[src/rtl/quad_decoder_counter.sv]
// ---------------------------------------------------------------------------
// quad_decoder_counter
//   Quadrature decoder. Two asynchronous phase inputs are synchronized,
//   optionally glitch-filtered, and decoded into one-cycle up/down step
//   strobes. A wrapping position count follows the strobes. Transitions
//   where both phases change at once set a sticky error flag.
//
//   Optional feature macro: QUAD_FILTER_EN
//     When defined, each phase has a glitch filter after its synchronizer.
//     A new level is accepted only after FILTER_LEN consecutive cycles.
//
// Ports:
//   clk      in   system clock, rising edge
//   reset    in   asynchronous, active-high reset
//   t        in   count enable (decode continues when low)
//   quad_a   in   phase A, asynchronous
//   quad_b   in   phase B, asynchronous
//   err_clr  in   synchronous clear of err
//   up       out  one-cycle strobe per forward step
//   down     out  one-cycle strobe per reverse step
//   q        out  [WIDTH-1:0] position count, wraps mod 2^WIDTH
//   err      out  sticky illegal-transition flag
// ---------------------------------------------------------------------------

// Per-phase front end: synchronizer plus optional glitch filter.
//   run  : synchronizer has been filled since reset
//   dout : level presented to the decoder
//   dvld : dout holds a real (not reset-default) value
module qdc_phase #(
   parameter int SYNC_STAGES = 2,
   parameter int FILTER_LEN  = 3
) (
   input  logic clk,
   input  logic reset,
   input  logic run,
   input  logic din,
   output logic dout,
   output logic dvld
);
   if (SYNC_STAGES < 2 || FILTER_LEN < 1) begin : g_param_chk
      $error("qdc_phase: SYNC_STAGES must be >= 2 and FILTER_LEN >= 1");
   end

   logic [SYNC_STAGES-1:0] sync;
   logic                   sa;

   always_ff @(posedge clk or posedge reset) begin
      if (reset) sync <= '0;
      else       sync <= {sync[SYNC_STAGES-2:0], din};
   end

   assign sa = sync[SYNC_STAGES-1];

`ifdef QUAD_FILTER_EN
   localparam int CW = $clog2(FILTER_LEN + 1);

   logic          cand;     // previous synchronized sample
   logic [CW-1:0] hold;     // consecutive cycles sa has matched cand
   logic [CW-1:0] hold_nxt;
   logic          fout;
   logic          fvld;

   // Saturating run-length of the current synchronized level.
   always_comb begin
      hold_nxt = hold;
      if (sa != cand)                  hold_nxt = CW'(1);
      else if (hold != CW'(FILTER_LEN)) hold_nxt = hold + CW'(1);
   end

   // The filter is held idle until the synchronizer carries real pin data,
   // so reset zeros in the sync chain are never accepted as a level.
   always_ff @(posedge clk or posedge reset) begin
      if (reset) begin
         cand <= 1'b0;
         hold <= '0;
         fout <= 1'b0;
         fvld <= 1'b0;
      end else if (run) begin
         cand <= sa;
         hold <= hold_nxt;
         if (hold_nxt == CW'(FILTER_LEN)) begin
            fout <= sa;
            fvld <= 1'b1;
         end
      end
   end

   assign dout = fout;
   assign dvld = fvld;
`else
   assign dout = sa;
   assign dvld = run;
`endif
endmodule

module quad_decoder_counter #(
   parameter int WIDTH       = 4,
   parameter int SYNC_STAGES = 2,
   parameter int FILTER_LEN  = 3
) (
   input  logic             clk,
   input  logic             reset,
   input  logic             t,
   input  logic             quad_a,
   input  logic             quad_b,
   input  logic             err_clr,
   output logic             up,
   output logic             down,
   output logic [WIDTH-1:0] q,
   output logic             err
);
   // Bit 1 is phase A, bit 0 is phase B throughout.
   logic [1:0]             pins;
   logic [1:0]             dec_ab;
   logic [1:0]             dvld;
   logic [1:0]             prev_ab;
   logic                   primed;
   // vld_pipe[i] is set once i+1 edges have passed since reset release.
   logic [SYNC_STAGES-1:0] vld_pipe;
   logic                   fwd, rev, ill;

   assign pins = {quad_a, quad_b};

   for (genvar g = 0; g < 2; g++) begin : g_ph
      qdc_phase #(
         .SYNC_STAGES (SYNC_STAGES),
         .FILTER_LEN  (FILTER_LEN)
      ) u_ph (
         .clk   (clk),
         .reset (reset),
         .run   (vld_pipe[SYNC_STAGES-1]),
         .din   (pins[g]),
         .dout  (dec_ab[g]),
         .dvld  (dvld[g])
      );
   end

   // Gray-code successors: forward {a,b} -> {b,~a}, reverse {a,b} -> {~b,a}.
   // Both bits flipping is the only remaining change and is illegal.
   assign fwd = (dec_ab == {prev_ab[0], ~prev_ab[1]});
   assign rev = (dec_ab == {~prev_ab[0], prev_ab[1]});
   assign ill = &(dec_ab ^ prev_ab);

   always_ff @(posedge clk or posedge reset) begin
      if (reset) begin
         vld_pipe <= '0;
         primed   <= 1'b0;
         prev_ab  <= 2'b00;
         up       <= 1'b0;
         down     <= 1'b0;
         q        <= '0;
         err      <= 1'b0;
      end else begin
         vld_pipe <= {vld_pipe[SYNC_STAGES-2:0], 1'b1};
         up       <= 1'b0;
         down     <= 1'b0;
         err      <= err & ~err_clr;
         if (!primed) begin
            // First real sample becomes the reference; never a step.
            if (vld_pipe[SYNC_STAGES-1] && (&dvld)) begin
               primed  <= 1'b1;
               prev_ab <= dec_ab;
            end
         end else begin
            prev_ab <= dec_ab;
            if (ill) begin
               err <= 1'b1;                 // set wins over err_clr
            end else if (t && fwd) begin
               up <= 1'b1;
               q  <= q + WIDTH'(1);
            end else if (t && rev) begin
               down <= 1'b1;
               q    <= q - WIDTH'(1);
            end
         end
      end
   end
endmodule

[config.mk]
export PLATFORM = sky130hd
export DESIGN_NAME = quad_decoder_counter
export DESIGN_NICKNAME = d
export VERILOG_FILES = /design/src/rtl/quad_decoder_counter.sv
export SDC_FILE = /design/constraint.sdc
export NUM_CORES = 1
export LEC_CHECK = 0
export ABC_AREA = 0
export CORE_MARGIN = 2
export CORE_UTILIZATION = 41
export CTS_BUF_LIST = sky130_fd_sc_hd__clkbuf_4 sky130_fd_sc_hd__clkbuf_8
export DETAILED_ROUTE_END_ITERATION = 8
export PLACE_DENSITY = 0.65
export REMOVE_ABC_BUFFERS = 1
export SETUP_SLACK_MARGIN = 0.5
export SYNTH_ARGS = -nofsm -noshare
export SYNTH_HDL_FRONTEND = slang
export SYNTH_HIERARCHICAL = 1
export SYNTH_SLANG_ARGS = --single-unit
[constraint.sdc]
create_clock -name clk -period 2.2 [get_ports clk]
set_input_delay 0.44 -clock clk [delete_from_list [all_inputs] [get_ports clk]]
set_output_delay 0.44 -clock clk [all_outputs]
set_load 0.02 [all_outputs]
# After elaboration in Yosys (flattened, before gate mapping)

Index checks and enable logic that the tools add are counted.

Muxes and demuxes: 15
Bitwise logic cells: 6
Add/subtract/negate cells: 2
Div/mod/pow operators: 0
$lt $le $gt $ge: 0
Multiply operators: 0
Shift operators: 0
Reductions and logical operators: 6
Equality and inequality tests: 2

Operator list:

| kind                  | number |
|---|---|
| $mux W1               | 11 |
| $mux W4               | 2 |
| $add A4 B1 Y4 const B | 1 |
| $eq A2 B2 Y1          | 2 |
| $mux W2               | 2 |
| $not A1 Y1            | 4 |
| $reduce_bool A2 Y1    | 2 |
| $sub A4 B1 Y4 const B | 1 |
| $reduce_and A3 Y1     | 1 |
| $logic_and A1 B1 Y1   | 2 |
| $reduce_and A2 Y1     | 1 |
| $xor A2 B2 Y2         | 1 |
| $and A1 B1 Y1         | 1 |

Bits in registers: 16
Memory bits (writable): 0
Memory bits (read-only): 0
Output and inout port bits: 7
Memories kept: 0
Bits in latches: 0

# Depth between registers and ports, before layout

Depth after elaboration: 7
Mapped depth: 7

# By module

The synthesis kept the hierarchy.

Modules (own cells, without submodules):

| module               | instances | area each (µm²) | cells each |
|---|---|---|---|
| quad_decoder_counter | 1         | 599.3           | 53 |
| qdc_phase            | 2         | 61.3            | 4 |

# Worst setup path before layout

OpenSTA, ideal clock, no wires.

Path type: register to register
Start point: reg prev_ab[0]
End point: reg q[3]
Clock period less this slack: 2017 ps
Path slack: 183 ps
Arrival time: 1946 ps
Path buffers: 0
Cell stages (with the launch flop): 8
Cells stage by stage: dfrtp_1 > xnor2_1 > nand3_1 > ha_1 > nand3_1 > a21oi_1 > or4b_1 > nand4_1

Cells in the longest elaborated chain, start to end: 5
Elaborated cells between the ends (all ways): 11

RTL lines:

| element                      | RTL line | text |
|---|---|---|
| start, declared              | 116      | `logic [1:0] prev_ab;` |
| start signal, assigned       | 148      | `prev_ab <= 2'b00;` |
| start signal, assigned       | 162      | `prev_ab <= dec_ab;` |
| start signal, assigned       | 165      | `prev_ab <= dec_ab;` |
| $not A1 Y1                   | 141      | `assign rev = (dec_ab == {~prev_ab[0], prev_ab[1]});` |
| $eq A2 B2 Y1                 | 141      |  |
| $logic_and A1 B1 Y1          | 171      | `end else if (t && rev) begin` |
| $reduce_bool A2 Y1 (no line) | -        |  |
| $reduce_and A3 Y1 (no line)  | -        |  |
| end signal, assigned         | 170      | `q <= q + WIDTH'(1);` |
| end signal, assigned         | 173      | `q <= q - WIDTH'(1);` |
| end, declared                | 109      | `output logic [WIDTH-1:0] q,` |

Parallel ways exist; a longest one is shown, timed or not.
A chain may end at the register's enable or synchronous reset.

# Final worst setup path

Start point: reg g_ph[1].u_ph.sync[1]
End point: reg q[1]

Cells in the longest elaborated chain, start to end: 4
Elaborated cells between the ends (all ways): 10

RTL lines:

| element                                                    | RTL line | text |
|---|---|---|
| start, declared                                            | 44       | `logic [SYNC_STAGES-1:0] sync;` |
| start signal, assigned                                     | 49       | `else sync <= {sync[SYNC_STAGES-2:0], din};` |
| $eq A2 B2 Y1, or another cell as far along                 | 140      | `assign fwd = (dec_ab == {prev_ab[0], ~prev_ab[1]});` |
| $logic_and A1 B1 Y1, or another cell as far along          | 168      | `end else if (t && fwd) begin` |
| $reduce_bool A2 Y1 (no line) or $not A1 Y1 (tied branches) | -        |  |
| $reduce_and A3 Y1 (no line)                                | -        |  |

Parallel ways exist; a longest one is shown, timed or not.

==> flow_summary.yaml <==
run_status:
  status: "finished clean"
global_routing:
  use_met3_pct: 2.38
  grt-ovfl-total: 0
  grt_util_met2_pct: 26.1
  grt_util_all_layers_pct: 15.3
  first_global_vias: 527
  antenna_found_initial: 0
  busiest_layer: "met2"
  grt_pass1_wl_um: 2220
  grt_max_degree: 13
  grt_use_met1_pct: 17.9
finish:
  multi_input_area_um2: 364
  fillers: 136
  antenna_cells: 0
  fin_util_pct: 62.4
  register_area_um2: 402
  layout.nets: 99
  drive_gt1_share_pct: 34.1
  syn2layout_area_growth_pct: 46.1
  final_area_um2: 1050
sta:
  hold_viol: 0
  finalSetupTns_ps: 0
  min_period_over_period_pct: 91.4
  min_period_ps: 2010
  rsz0062_at_grt: "yes"
  setup_viol: 0
  slew_viol_final: 0
  fmax_mhz: 497
  skew_ps: 2.64
synth:
  synth-edff-count: 0
  ys_ff_latch: 16
  synth.distinct_cells: 24
  synthArstFlopShare_pct: 100
  seq_area_frac_synth_pct: 55.5
  syn_avg_cell_area_um2: 11.8
  synth-main-ff-cell: "dfrtp_1"
  netlist_area_um2: 722
  ys_warn_count: 6
  syn_inst: 61
floorplan:
  start_util_pct: 42.7
  num_rows: 15
  die_y_um: 46.0
  dieArea_um2: 2110
  die_x_um: 46.0
  fp.coreArea_um2: 1690
  num_io_pins: 13
setup_path:
  reg2reg_depth: 7
  crit_arrival_ps: 2180
  cp-end-kind: "flip-flop"
  r2r_start: "g_ph[1].u_ph/sync[1]$_DFF_PP0_"
  startpoint_type: "flip-flop"
  crit_required_ps: 2370
  critPathKind: "flip-flop to flip-flop"
  startpoint: "g_ph[1].u_ph/sync[1]$_DFF_PP0_"
  critPathMaxFanout: 4
job:
  drv_cap: 0
placement:
  gp_congestion: 0.797
  dpl_cell_area_um2: 886
  io_buffers: 12
  dpl.hpwl_um: 904
power:
  ir_worst_vdd_mv: 0.448
  p_leak_nw: 0.498
  p_per_area_nw_per_um2: 981
clock_tree:
  numCtsBuffers: 3
  cts_buffer_depth: 2
  clkLatencyLatePin_ps: 280
  cts_tree: "yes"
  clk_pin_slew_worst_paths_ps: 90
  cts.htree.levels: 1
  cts-root-buf: "clkbuf_4"
  clkSinkCount: 16
route:
  initialDrtViolationCount: 6
  ant_nets: 0
  dr.pass1.iters: 3
  drt_wl_total_um: 1320
  wire_per_inst_um: 12.6
  route.detailed.drc: 0
  vias: 526
  vias_per_cell: 5.01
hold_path:
  min_path_type: "input port to asynchronous set/reset pin"
## final cells by class
class                      count  share of cell area (%)
clock buffer                   3                    2.14
tap                           17                    2.02
inverter                       5                    1.78
timing repair buffer          26                    21.5
multi-input combinational     38                    34.5
sequential                    16                    38.1
## worst max-delay path, cell delays in order (launching register included)
cell and delay (ps):
dfrtp_1 430, xnor2_2 250, nand3_4 150, buf_4 170
buf_6 100, buf_4 120, fa_1 420, mux2_2 270
## cells in the mapped netlist (2+ instances only)
master | number | area share (%)
nand2_1 | 2 | 1.0
buf_4 | 2 | 2.1
xor2_1 | 3 | 3.6
nand3_1 | 2 | 1.4
o21ai_0 | 2 | 1.4
nor2_1 | 2 | 1.0
a21oi_1 | 4 | 2.8
nand4_1 | 2 | 1.7
inv_1 | 5 | 2.6
dfrtp_1 | 16 | 55
xnor2_1 | 5 | 6.1
ha_1 | 2 | 3.5
mux2_2 | 3 | 4.7
## flip-flops by register name, indices dropped and copies added, names as in the netlist
register,count
primed,1
down,1
vld_pipe,2
up,1
prev_ab,2
g_ph.u_ph/sync,4
err,1
q,4
## power breakdown
| part | internal [W] | leakage [nW] | switching [W] |
|---|---|---|---|
| Clock | 0.0000634 | 0.0138 | 0.0000844 |
| Combinational | 0.000252 | 0.300 | 0.000221 |
| Sequential | 0.000345 | 0.184 | 0.0000689 |
## timing repair
item | CTS | global route
gates resized for setup | 10 | 11
pin swaps | 3 | 6
setup buffers | 4 | 5
endpoints found under the setup margin | 8 | 5
hold buffers | 0 | 0
## worst paths after layout
| kind | endpoint | slack [ps] |
|---|---|---|
| worst min register to register | vld_pipe[1]$_DFF_PP0_ | 350 |
| worst max-delay path | q[1]$_DFFE_PP0P_ | 190 |
| worst min-delay path | g_ph[1].u_ph/sync[0]$_DFF_PP0_ | 350 |
| max in group asynchronous | prev_ab[1]$_DFFE_PP0P_ | 1340 |
| min in group clk | vld_pipe[1]$_DFF_PP0_ | 350 |
| worst max register to register | q[1]$_DFFE_PP0P_ | 190 |
## cells in the final DEF, fill, tap and decap left out, drive strengths merged
master | synthesis | routed
dfrtp | 16 | 16
buf | 2 | 14
dlygate4sd2 | 0 | 6
inv | 5 | 5
xnor2 | 5 | 5
clkdlybuf4s50 | 0 | 4
a21oi | 4 | 4
mux2 | 3 | 3
clkbuf | 0 | 3
xor2 | 3 | 3
nand2 | 2 | 2
nor2 | 2 | 2
nand3 | 2 | 2
o21ai | 2 | 2
nand4 | 2 | 2
ha | 2 | 2
dlymetal6s2s | 0 | 2
and2 | 1 | 1
a31oi | 1 | 1
nor3 | 1 | 1
nor3b | 1 | 1
and3 | 1 | 1
a21boi | 1 | 1
mux2i | 1 | 1
or4b | 1 | 1
and3b | 1 | 1
fa | 1 | 1
conb | 1 | 1
## cells by family (layout without fill, tap and decap cells)
family | Yosys count | after routing | synth area share [%]
muxes | 4 | 4 | 6.07
DFF | 16 | 16 | 55.5
AOI/OAI and AO/OA | 8 | 8 | 6.07
buffers and inverters | 7 | 34 | 4.68
adders and majority gates | 3 | 3 | 6.24
and+or+nand+nor | 14 | 14 | 11.3
xor gates and xnor gates | 8 | 8 | 9.71
other | 1 | 1 | 0.519
## metrics by stage
| step | total power [W] | hold WS (ps) | setup WS (ps) | std cells |
|---|---|---|---|---|
| after CTS | 0.000963 | 346 | 294 | 100 |
| after global placement | 0.000799 | 333 | -37.3 | 93 |
| final | 0.00104 | 353 | 188 | 105 |
| after floorplan | 0.000629 | 181 | 183 | 59 |
| after global routing | 0.00112 | 369 | 117 | 105 |
| after detailed placement | 0.000811 | 337 | -89.0 | 93 |
## layer usage
metal | share of wire (%) | wire length (µm) | vias up
met4 | 0.91 | 12 | 0
li1 | - | - | 258
met1 | 44 | 589 | 256
met3 | 2.6 | 35 | 2
met2 | 52 | 687 | 10
met5 | 0 | 0 | -
Note: power is estimated with default switching activity, not from simulation.
==> RTL edit 1 (same settings) <==
`SYNC_STAGES` is set to 2 in 2 places; all go to 4.
--- a/src/rtl/quad_decoder_counter.sv
+++ b/src/rtl/quad_decoder_counter.sv
@@ -28,5 +28,5 @@
 //   dvld : dout holds a real (not reset-default) value
 module qdc_phase #(
-   parameter int SYNC_STAGES = 2,
+   parameter int SYNC_STAGES = 4,
    parameter int FILTER_LEN  = 3
 ) (
@@ -96,5 +96,5 @@
 module quad_decoder_counter #(
    parameter int WIDTH       = 4,
-   parameter int SYNC_STAGES = 2,
+   parameter int SYNC_STAGES = 4,
    parameter int FILTER_LEN  = 3
 ) (
Behaviour: not the same (a bounded check fails within 10 cycles, from zero or initial values and one cycle with reset high).
==> RTL edit 1 against the original RTL <==
Die area grew 19%. Final area grew 9.0%. Worst setup slack gained 93 ps. Critical path depth is the same. Wire length grew 9.3%. Total power grew 11%. Combinational power shrank 14%. Sequential cell count grew 6. Area after synthesis grew 21%. Synthesized cell count grew 9.8%.
==> RTL edit 1: results (changes against the original RTL) <==
number of detailed-route iterations in the first pass=4 (was 3); Fin Hold WS=356 ps (was 353 ps); cell types with the largest area share after synthesis=sky130_fd_sc_hd__dfrtp_1 63%, sky130_fd_sc_hd__xnor2_1 5.0%, sky130_fd_sc_hd__mux2_2 3.9% (was sky130_fd_sc_hd__dfrtp_1 55%, sky130_fd_sc_hd__xnor2_1 6.1%, sky130_fd_sc_hd__mux2_2 4.7%); last weighted congestion value of the routability-driven placer=0.776 (was 0.797); mux share of post-synthesis cell area=5.02% (was 6.07%); global-route wire length before repair=2.62 mm (was 2.22 mm); maximum number of pins on one net before global-route repair=15 (was 13); grt met2 use=24.6% (was 26.1%); synthesized-area fraction occupied by ao, oa, aoi and oai cells=5.02% (was 6.07%); slowest library cell on the worst path=sky130_fd_sc_hd__or4b_1 (was sky130_fd_sc_hd__dfrtp_1); final routed wire length divided by cell count=12.4 um (was 12.6 um); cell internal pwr=775 uW (was 660 uW); largest clock skew in the final design=2.16 ps (was 2.64 ps); Post-synth top cells=22 x sky130_fd_sc_hd__dfrtp_1, 5 x sky130_fd_sc_hd__inv_1, 5 x sky130_fd_sc_hd__xnor2_1 (was 16 x sky130_fd_sc_hd__dfrtp_1, 5 x sky130_fd_sc_hd__inv_1, 5 x sky130_fd_sc_hd__xnor2_1); Critical Path Start=g_ph[1].u_ph/sync[3] (was g_ph[1].u_ph/sync[1]); Seq/Total Area, Yosys=63.1% (was 55.5%); endpoint of the most critical register-to-register path=q[3] (was q[1]); Switch Pwr=371 uW (was 375 uW); met1 Track Usage GR=15.8% (was 17.9%); Leading power group=sequential cells (was combinational logic); Detailed Place HPWL=1.03 mm (was 904 um); post-synthesis adder-cell area fraction=5.16% (was 6.24%); Max rail drop VDD=516 uV (was 448 uV); result of the run=finished, final reports clean (unchanged); XOR/XNOR share of the synthesized area=8.03% (was 9.71%); Vias=561 (was 526)
==> RTL edit 1: repair_timing <==
item,in CTS,in global routing
pin swaps,5,0
cloned,0,0
endpoints found under the hold margin,0,0
endpoints found under the setup margin,8,5
gates resized for setup,11,2
setup buffers,4,0
==> RTL edit 1: per-layer routing <==
metal / share of wire (%) / up-vias
li1: - / 265
met1: 40 / 279
met2: 53 / 13
met3: 4.7 / 4
met4: 1.7 / 0
met5: 0 / -
==> RTL edit 1: final cells by class <==
cell class	instances	area [sq um]
fillers	169	832
flip-flops and latches	22	551
multi-input cells	38	325
repair buffers	21	185
clock buffers	4	36.3
well taps	27	33.8
inverters	5	18.8
==> RTL edit 1: through the flow <==
| stage | utilization, % | worst slack, ps | cells |
|---|---|---|---|
| after floorplan | - | 181 | 65 |
| after global placement | 52.9 | -14.9 | 109 |
| after detailed placement | 52.9 | -105 | 109 |
| after CTS | 57.8 | 316 | 117 |
| after global routing | 58.0 | 208 | 117 |
| final | 58.0 | 281 | 117 |
==> RTL edit 2 (same settings) <==
Without the edit above. Put one more register stage on the output `up`, cleared by the reset. The value now appears one clock later. The other outputs are not delayed to match. Comments in the files are not updated.
--- a/src/rtl/quad_decoder_counter.sv
+++ b/src/rtl/quad_decoder_counter.sv
@@ -110,4 +110,6 @@
    output logic             err
 );
+
+   logic up_s0;
    // Bit 1 is phase A, bit 0 is phase B throughout.
    logic [1:0]             pins;
@@ -147,5 +149,5 @@
          primed   <= 1'b0;
          prev_ab  <= 2'b00;
-         up       <= 1'b0;
+         up_s0    <= 1'b0;
          down     <= 1'b0;
          q        <= '0;
@@ -153,5 +155,5 @@
       end else begin
          vld_pipe <= {vld_pipe[SYNC_STAGES-2:0], 1'b1};
-         up       <= 1'b0;
+         up_s0    <= 1'b0;
          down     <= 1'b0;
          err      <= err & ~err_clr;
@@ -167,5 +169,5 @@
                err <= 1'b1;                 // set wins over err_clr
             end else if (t && fwd) begin
-               up <= 1'b1;
+               up_s0 <= 1'b1;
                q  <= q + WIDTH'(1);
             end else if (t && rev) begin
@@ -176,4 +178,12 @@
       end
    end
+   always_ff @(posedge clk or posedge reset) begin
+      if (reset) begin
+         up <= '0;
+      end else begin
+         up <= up_s0;
+      end
+   end
+
 endmodule
 
Function: changed (Yosys sat finds a counterexample within 10 cycles, from zero or initial values and one cycle with reset high).
==> RTL edit 2 against the original RTL <==
Final area shrank 3.0%. Worst setup slack better by 140 ps. Clock power is 18% higher. Combinational power fell by 16%. Sequential cell count grew 1. Area after synthesis up 3.5%. Wire length decreased by 2.2%. Total power shrank 4.0%. Sequential power grew 2%. Critical path type unchanged. Largest power group is now sequential cells. Highest routed layer unchanged.
==> RTL edit 2: results (changes against the original RTL) <==
count of yosys warnings during synthesis=6 (unchanged); # resized after CTS=11 (was 10); all-layer global routing usage=15.3% (about the same); Seq/Total Area, Yosys=57.0% (was 55.5%); synthesized-area fraction occupied by ao, oa, aoi and oai cells=5.86% (was 6.07%); kind of cell adding the most delay to the critical path=simple AND/OR/NAND/NOR gates (was flip-flops); highest net fanout along the worst path=3 (was 4); drt initial violations=1 (was 6); Post-synth top cells=17 x sky130_fd_sc_hd__dfrtp_1, 5 x sky130_fd_sc_hd__inv_1, 5 x sky130_fd_sc_hd__xnor2_1 (was 16 x sky130_fd_sc_hd__dfrtp_1, 5 x sky130_fd_sc_hd__inv_1, 5 x sky130_fd_sc_hd__xnor2_1); Critical Path Max Stage Delay=450 ps (was 430 ps); I/O Buffers=12 (unchanged); XOR/XNOR share of the synthesized area=9.38% (was 9.71%); number of detailed-route iterations in the first pass=4 (was 3); maximum number of pins on one net before global-route repair=14 (was 13); Filler Cell Count=152 (was 136); PnR worst setup slack=326 ps (was 188 ps); CTS root buf=sky130_fd_sc_hd__clkbuf_4 (unchanged); Detailed Place HPWL=945 um (was 904 um); Vias=515 (was 526); Max rail drop VDD=424 uV (was 448 uV); cell leakage power=0.483 nW (was 0.498 nW); type of the worst min-delay path=primary input to asynchronous set/reset pin (unchanged); Post-Synthesis Mean Instance Area=12.0 sq um (was 11.8 sq um); largest clock skew in the final design=3.74 ps (was 2.64 ps); cell types with the largest area share after synthesis=sky130_fd_sc_hd__dfrtp_1 57%, sky130_fd_sc_hd__xnor2_1 5.9%, sky130_fd_sc_hd__mux2_2 4.5% (was sky130_fd_sc_hd__dfrtp_1 55%, sky130_fd_sc_hd__xnor2_1 6.1%, sky130_fd_sc_hd__mux2_2 4.7%); endpoint of the most critical register-to-register path=q[3] (was q[1]); last weighted congestion value of the routability-driven placer=0.855 (was 0.797); ratio of cells with drive above 1 in the final layout=25.6% (was 34.1%); normalized max-slew margin=64.9%; placement-stage worst setup slack=-67.5 ps (was -89.0 ps); via count of the first global-routing pass=523 (was 527); slowest library cell on the worst path=sky130_fd_sc_hd__or4b_1 (was sky130_fd_sc_hd__dfrtp_1); minimum setup slack among reg-to-reg paths=330 ps (was 190 ps); count of cell types in the netlist=24 (unchanged); Worst EP arrival=2100 ps (was 2180 ps); DP Cell Count=101 (was 93); result of the run=finished, final reports clean (unchanged); mux share of post-synthesis cell area=5.86% (was 6.07%); global-route wire length before repair=2.17 mm (was 2.22 mm); post-synthesis adder-cell area fraction=6.03% (was 6.24%); nets=96 (was 99); final routed wire length divided by cell count=11.7 um (was 12.6 um); non-filler cells in the finished layout=111 (was 105)
==> RTL edit 2: through the flow <==
stage	power, mW	hold WS [ps]	util (%)	area, sq um
2_1_floorplan	0.649	181	-	732
3_3_place_gp	0.821	334	52.9	913
3_5_place_dp	0.831	336	52.9	913
4_1_cts	1.00	340	58.3	1010
5_1_grt	1.07	353	59.3	1020
6_report	0.993	344	59.3	1020
==> RTL edit 2: report_power, final <==
part	leakage, nW	internal [mW]	switching (mW)
clock	0.0184	0.0826	0.0913
combinational	0.266	0.208	0.188
sequential	0.199	0.364	0.0586
==> RTL edit 2: routing by layer <==
layer	vias up	global-route usage [%]	share of wire, %	routed length [um]
met5	-	0	0	0
met4	0	12.8	3.2	42
met3	4	2.35	2.9	38
met2	10	26.9	56	720
met1	246	15.5	38	493
li1	255	-	-	-
==> RTL edit 2: layout make-up <==
class | count | area share (%)
sequential | 17 | 41.6
inverter | 5 | 1.83
clock buffer | 4 | 2.93
timing repair buffer | 22 | 18.6
tap | 25 | 3.06
multi-input combinational | 38 | 32.0
